$ cat config.mk
export PLATFORM = sky130hd
export DESIGN_NAME = mem_arbiter
export DESIGN_NICKNAME = d
export VERILOG_FILES = /design/src/rtl/mem_pkg.sv /design/src/rtl/mem_arbiter_starve_counter.sv /design/src/rtl/mem_arbiter.sv
export SDC_FILE = /design/constraint.sdc
export NUM_CORES = 1
export LEC_CHECK = 0
export ABC_AREA = 1
export CORE_AREA = 2 2 117 119
export CTS_CLUSTER_SIZE = 30
export DETAILED_ROUTE_END_ITERATION = 16
export DIE_AREA = 0 0 119 121
export HOLD_SLACK_MARGIN = 0.02
export PLACE_DENSITY = 0.63
export SYNTH_ARGS = -nofsm -noshare
export SYNTH_HDL_FRONTEND = slang
export SYNTH_HIERARCHICAL = 1
export SYNTH_SLANG_ARGS = --single-unit
$ cat constraint.sdc
create_clock -name clk -period 1.7 [get_ports clk]
set_input_delay 0.255 -clock clk [delete_from_list [all_inputs] [get_ports clk]]
set_output_delay 0.255 -clock clk [all_outputs]
set_load 0.02 [all_outputs]
$ cat src/rtl/mem_pkg.sv
// Shared types and helpers for the instruction/data memory arbiter.
package mem_pkg;

  typedef enum logic [1:0] {
    OWN_IDLE = 2'd0,
    OWN_IF   = 2'd1,
    OWN_D    = 2'd2
  } owner_e;

  localparam int WORD_BYTES = 4;

  // Byte enables only reach the memory while a write strobe is active.
  function automatic logic [WORD_BYTES-1:0] be_gate(input logic en,
                                                    input logic [WORD_BYTES-1:0] be);
    logic [WORD_BYTES-1:0] res;
    if (en) begin
      res = be;
    end else begin
      res = {WORD_BYTES{1'b0}};
    end
    return res;
  endfunction

endpackage

$ cat src/rtl/mem_arbiter_starve_counter.sv
// Saturating count of consecutive cycles the fetch port was refused.
module starve_counter
  import mem_pkg::*;
#(
  parameter int MAX_WAIT = 4,
  parameter int CNT_W    = 4
) (
  input  logic             clk,
  input  logic             resetb,
  input  logic             inc_i,
  input  logic             clr_i,
  output logic [CNT_W-1:0] cnt_o,
  output logic             sat_o
);

  localparam logic [CNT_W-1:0] CNT_MAX = CNT_W'(MAX_WAIT);

  logic [CNT_W-1:0] cnt_q;
  logic [CNT_W-1:0] cnt_d;

  // Next count: clear wins over increment, increment stops at the limit.
  always_comb begin
    cnt_d = cnt_q;
    if (clr_i) begin
      cnt_d = {CNT_W{1'b0}};
    end else if (inc_i && (cnt_q != CNT_MAX)) begin
      cnt_d = cnt_q + CNT_W'(1);
    end else begin
      cnt_d = cnt_q;
    end
  end

  // Count register.
  always_ff @(posedge clk or negedge resetb) begin
    if (!resetb) begin
      cnt_q <= {CNT_W{1'b0}};
    end else begin
      cnt_q <= cnt_d;
    end
  end

  assign cnt_o = cnt_q;
  assign sat_o = (cnt_q == CNT_MAX);

endmodule

$ cat src/rtl/mem_arbiter.sv
// Single-port memory arbiter: data port has priority, fetch is guaranteed a
// grant after MAX_WAIT consecutive refusals. Read data returns one cycle later.
module mem_arbiter
  import mem_pkg::*;
#(
  parameter int MAX_WAIT = 4,
  parameter int CNT_W    = 4
) (
  input  logic        clk,
  input  logic        resetb,
  input  logic        if_req,
  input  logic [31:2] if_addr,
  output logic        if_gnt,
  output logic        if_rvalid,
  output logic [31:0] if_rdata,
  input  logic        d_req,
  input  logic        d_we,
  input  logic [31:2] d_addr,
  input  logic [31:0] d_wdata,
  input  logic [3:0]  d_be,
  output logic        d_gnt,
  output logic        d_rvalid,
  output logic [31:0] d_rdata,
  output logic        mem_read_ready,
  output logic        mem_write_ready,
  output logic [31:2] mem_read_address,
  output logic [31:2] mem_write_address,
  output logic [31:0] mem_write_data,
  output logic [3:0]  mem_write_byte,
  input  logic [31:0] mem_read_data
);

  owner_e           owner_q;
  owner_e           owner_d;
  logic             starve_sat_s;
  logic [CNT_W-1:0] starve_cnt_s;

  starve_counter #(
    .MAX_WAIT (MAX_WAIT),
    .CNT_W    (CNT_W)
  ) u_starve (
    .clk    (clk),
    .resetb (resetb),
    .inc_i  (if_req & ~if_gnt),
    .clr_i  (if_gnt | ~if_req),
    .cnt_o  (starve_cnt_s),
    .sat_o  (starve_sat_s)
  );

  // Grant selection and memory steering; everything is forced idle in reset.
  always_comb begin
    if_gnt            = 1'b0;
    d_gnt             = 1'b0;
    mem_read_ready    = 1'b0;
    mem_write_ready   = 1'b0;
    mem_read_address  = 30'd0;
    mem_write_address = 30'd0;
    mem_write_data    = 32'd0;
    owner_d           = OWN_IDLE;

    if (!resetb) begin
      if_gnt = 1'b0;
    end else if (if_req && (!d_req || starve_sat_s)) begin
      if_gnt = 1'b1;
    end else if (d_req) begin
      d_gnt = 1'b1;
    end else begin
      if_gnt = 1'b0;
    end

    if (if_gnt) begin
      mem_read_ready   = 1'b1;
      mem_read_address = if_addr;
      owner_d          = OWN_IF;
    end else if (d_gnt && !d_we) begin
      mem_read_ready   = 1'b1;
      mem_read_address = d_addr;
      owner_d          = OWN_D;
    end else if (d_gnt) begin
      mem_write_ready   = 1'b1;
      mem_write_address = d_addr;
      mem_write_data    = d_wdata;
    end else begin
      owner_d = OWN_IDLE;
    end

    mem_write_byte = be_gate(mem_write_ready, d_be);
  end

  // Owner of the read data returning next cycle.
  always_ff @(posedge clk or negedge resetb) begin
    if (!resetb) begin
      owner_q <= OWN_IDLE;
    end else begin
      owner_q <= owner_d;
    end
  end

  assign if_rvalid = (owner_q == OWN_IF);
  assign d_rvalid  = (owner_q == OWN_D);
  assign if_rdata  = mem_read_data;
  assign d_rdata   = mem_read_data;

endmodule

==> flow_summary.yaml <==
power:
  p_sw_share_pct: 36.4
  p_comb_share_pct: 65.6
  power_density_nw_per_um2: 306
  p_int_mw: 0.989
  vdd_drop_max_uv: 253
  p_leak_nw: 2.44
  p_clk_share_pct: 24.5
  pwr-share-seq_pct: 9.9
  p_sw_mw: 0.565
global_routing:
  grt_usage_pct: 13.2
  grt_pass1_wl_um: 15000
  grt.busiest_layer: "met2"
  grtUsageMet2_pct: 24.0
  grt_pass1_vias: 2910
  gr-total-overflow: 0
  gr-usage-met3_pct: 3.85
  grt_max_degree: 19
  antenna_found_initial: 0
  use_met1_pct: 14.8
synth:
  yosys_warnings: 6
  synth_cell_types: 18
  synth_top_family_by_area: "buffers and inverters"
  synth_seq_cells: 6
  synthCells: 359
  synthMuxAreaShare_pct: 0
  yosys.area_share.simple_pct: 42.4
  yosysTopAreaCellShare_pct: 25.7
  yosysTopAreaCell: "buf_4"
  ys_seq_area_share_pct: 7.92
  synth_xor_area_share_pct: 0
  synth_area_per_cell_um2: 5.28
  synthesis.nets: 494
  yosys-top-cells-area: "buf_4 26%, inv_1 16%, nand2_1 14%"
  netlist_area_um2: 1900
  synth_compound_area_share_pct: 1.06
  synthAdderAreaFrac_pct: 1.32
sta:
  worstMarginPinSlew_ns: 0.311
  relSlewSlack_pct: 79.2
  rsz0062_at_grt: "true"
  whs_ns: 0.471
  fin_crit_sh_pct: 123
  finalCriticalPeriod_ns: 2.09
  fmax_mhz: 478
  setup_ws_ns: -0.391
  drv_slew: 0
  skew_ns: 0.000756
  setup_violations: 104
  finalHoldViolations: 0
die:
  die_height_um: 121
  io_pins: 299
  row_count: 42
  core-area_um2: 13100
  fp.dieW_um: 119
  start_util_pct: 14.5
  dieArea_um2: 14400
clocking:
  cts-root-buf: "clkbuf_16"
  cts.clk_slew.worst_paths_ns: 0.03
  h-tree-depth: 1
  cts_inserted_buffers: 3
  cts.sinks: 6
  cts_tree: "done"
  clock_latency_ns: 0.23
  clock_path_buffers: 2
worst_setup_path:
  worst-setup-path-type: "flip-flop to output port"
  cp_data_arrival_time_ns: 1.84
  r2r-end: "u_starve/cnt_o[3]$_DFFE_PN0P_"
  rr_worst_depth: 16
  rrSetupSlack_ns: -0.09
  reg2reg_from: "u_starve/cnt_o[1]$_DFFE_PN0P_"
  end_kind: "output port"
  cp.required_ns: 1.44
  slowest_delay_ns: 0.38
  critPathMostFrequentCell: "nand2_4"
  cp_max_fo: 8
  startpoint_type: "flip-flop"
  crit_family: "buffers and inverters"
  crit_chain: "inv_2, ha_4, nand2_4, nor2_4, inv_2, nand2_4, nand2_4, nand3_4, buf_12, buf_12, nor2_4, buf_6"
  path_buf_inv: 5
  worst_path_max_delay_cell: "dfrtp_1"
job:
  drv_cap: 0
finish:
  syn_to_final_growth_pct: 168
  multi_input_area_um2: 1540
  drive_above_1_share_pct: 52.9
  seqCellArea_um2: 150
  fill_cells: 1296
  finish.utilization_pct: 38.9
  antenna_cells: 0
  nets: 670
routing:
  vias: 2861
  dr.pass1.iters: 4
  drc: 0
  post_drt_wl_per_cell_um: 15.2
  via_per_inst: 4.04
  first_iter_violations: 76
  wl_um: 10800
  ant_nets: 0
place:
  dp_hpwl_um: 7600
  portBuffers: 202
  place.gp.congestion: 0.784
status:
  violations: "negative setup slack"
  status: "complete, but fails checks"
worst_hold_path:
  hp-class: "input port to async pin"
layer usage:
metal,wire [um],up-vias
li1,-,1350
met1,4080,1288
met2,5470,196
met3,982,27
met4,223,0
met5,0,-
synth_stat cells:
| cell | n |
|---|---|
| inv_1 | 79 |
| nand2_1 | 72 |
| nor2_1 | 68 |
| buf_4 | 65 |
| nand4_1 | 34 |
| buf_2 | 8 |
| clkbuf_1 | 6 |
| dfrtp_1 | 6 |
| buf_6 | 4 |
| nand3_1 | 4 |
| o21ai_0 | 4 |
| ha_1 | 2 |
| nor2_2 | 2 |
| inv_2 | 1 |
| nand2_2 | 1 |
| nand3_2 | 1 |
| nor2_4 | 1 |
| or2_2 | 1 |
cell families after synthesis:
logic type / count (synthesis)
and+or+nand+nor: 184
buffers and inverters: 163
DFF: 6
AOI/OAI and AO/OA: 4
adders and majority gates: 2
power by group through the flow:
stage                     combinational (mW)  clock [mW]  sequential, mW
after floorplan                        0.562           0           0.155
after global placement                 0.836           0           0.154
after detailed placement               0.845           0           0.155
after CTS                              0.965       0.391           0.153
after global routing                    1.08       0.410           0.154
final                                   1.02       0.381           0.153
cell type report:
type,count,area share [%]
multi-input combinational,190,30.3
sequential,6,2.95
timing repair buffer,254,54.6
inverter,80,6.25
clock buffer,3,1.48
tap,176,4.33
layout by cell type (no fill, tap or decap), drive strengths merged:
cell type and n:
buf 150, clkdlybuf4s50 102, inv 80, nand2 73, nor2 71, nand4 34
dfrtp 6, clkbuf 5, nand3 5, o21ai 4, ha 2, or2 1
state kept, by name, indices dropped and copies added (netlist names):
name	count
u_starve/cnt_o	4
owner_q	2
metrics by stage:
step	instances	area, um2	power (mW)	setup slack [ns]	setup TNS, ns
finish	709	5080	1.55	-0.391	-33.90
global placement	689	4280	0.990	-0.623	-56.77
global route	709	5080	1.64	-0.492	-43.77
CTS	704	4860	1.51	-0.429	-35.85
floorplan	359	2320	0.718	-0.0416	-1.33
detailed placement	689	4280	0.999	-0.664	-59.04
repair_timing:
item / CTS / global route
pin swaps: 8 / 19
cloned: 4 / 2
buffers inserted: 8 / 5
endpoints found under the setup margin: 102 / 104
gates resized for setup: 633 / 60
hold buffers: 0 / 0
worst max-delay path by stage:
stage                                   from                     to  slack, ns  cells past startpoint
2_1_floorplan  u_starve/cnt_o[1]$_DFFE_PN0P_        mem_write_ready      -0.04                     11
5_1_grt        u_starve/cnt_o[1]$_DFFE_PN0P_  mem_write_address[27]      -0.49                     12
4_1_cts        u_starve/cnt_o[1]$_DFFE_PN0P_   mem_write_address[7]      -0.43                     13
3_5_place_dp                           d_req      mem_write_byte[0]      -0.66                      8
3_3_place_gp                           d_req      mem_write_data[8]      -0.62                      8
6_report       u_starve/cnt_o[1]$_DFFE_PN0P_      mem_write_data[5]      -0.39                     12
worst min-delay path, stage by stage:
cell,delay (ns)
clkdlybuf4s50_1,0.49
buf_4,0.13
buf_4,0.15
Note: power is estimated with default switching activity, not from simulation.
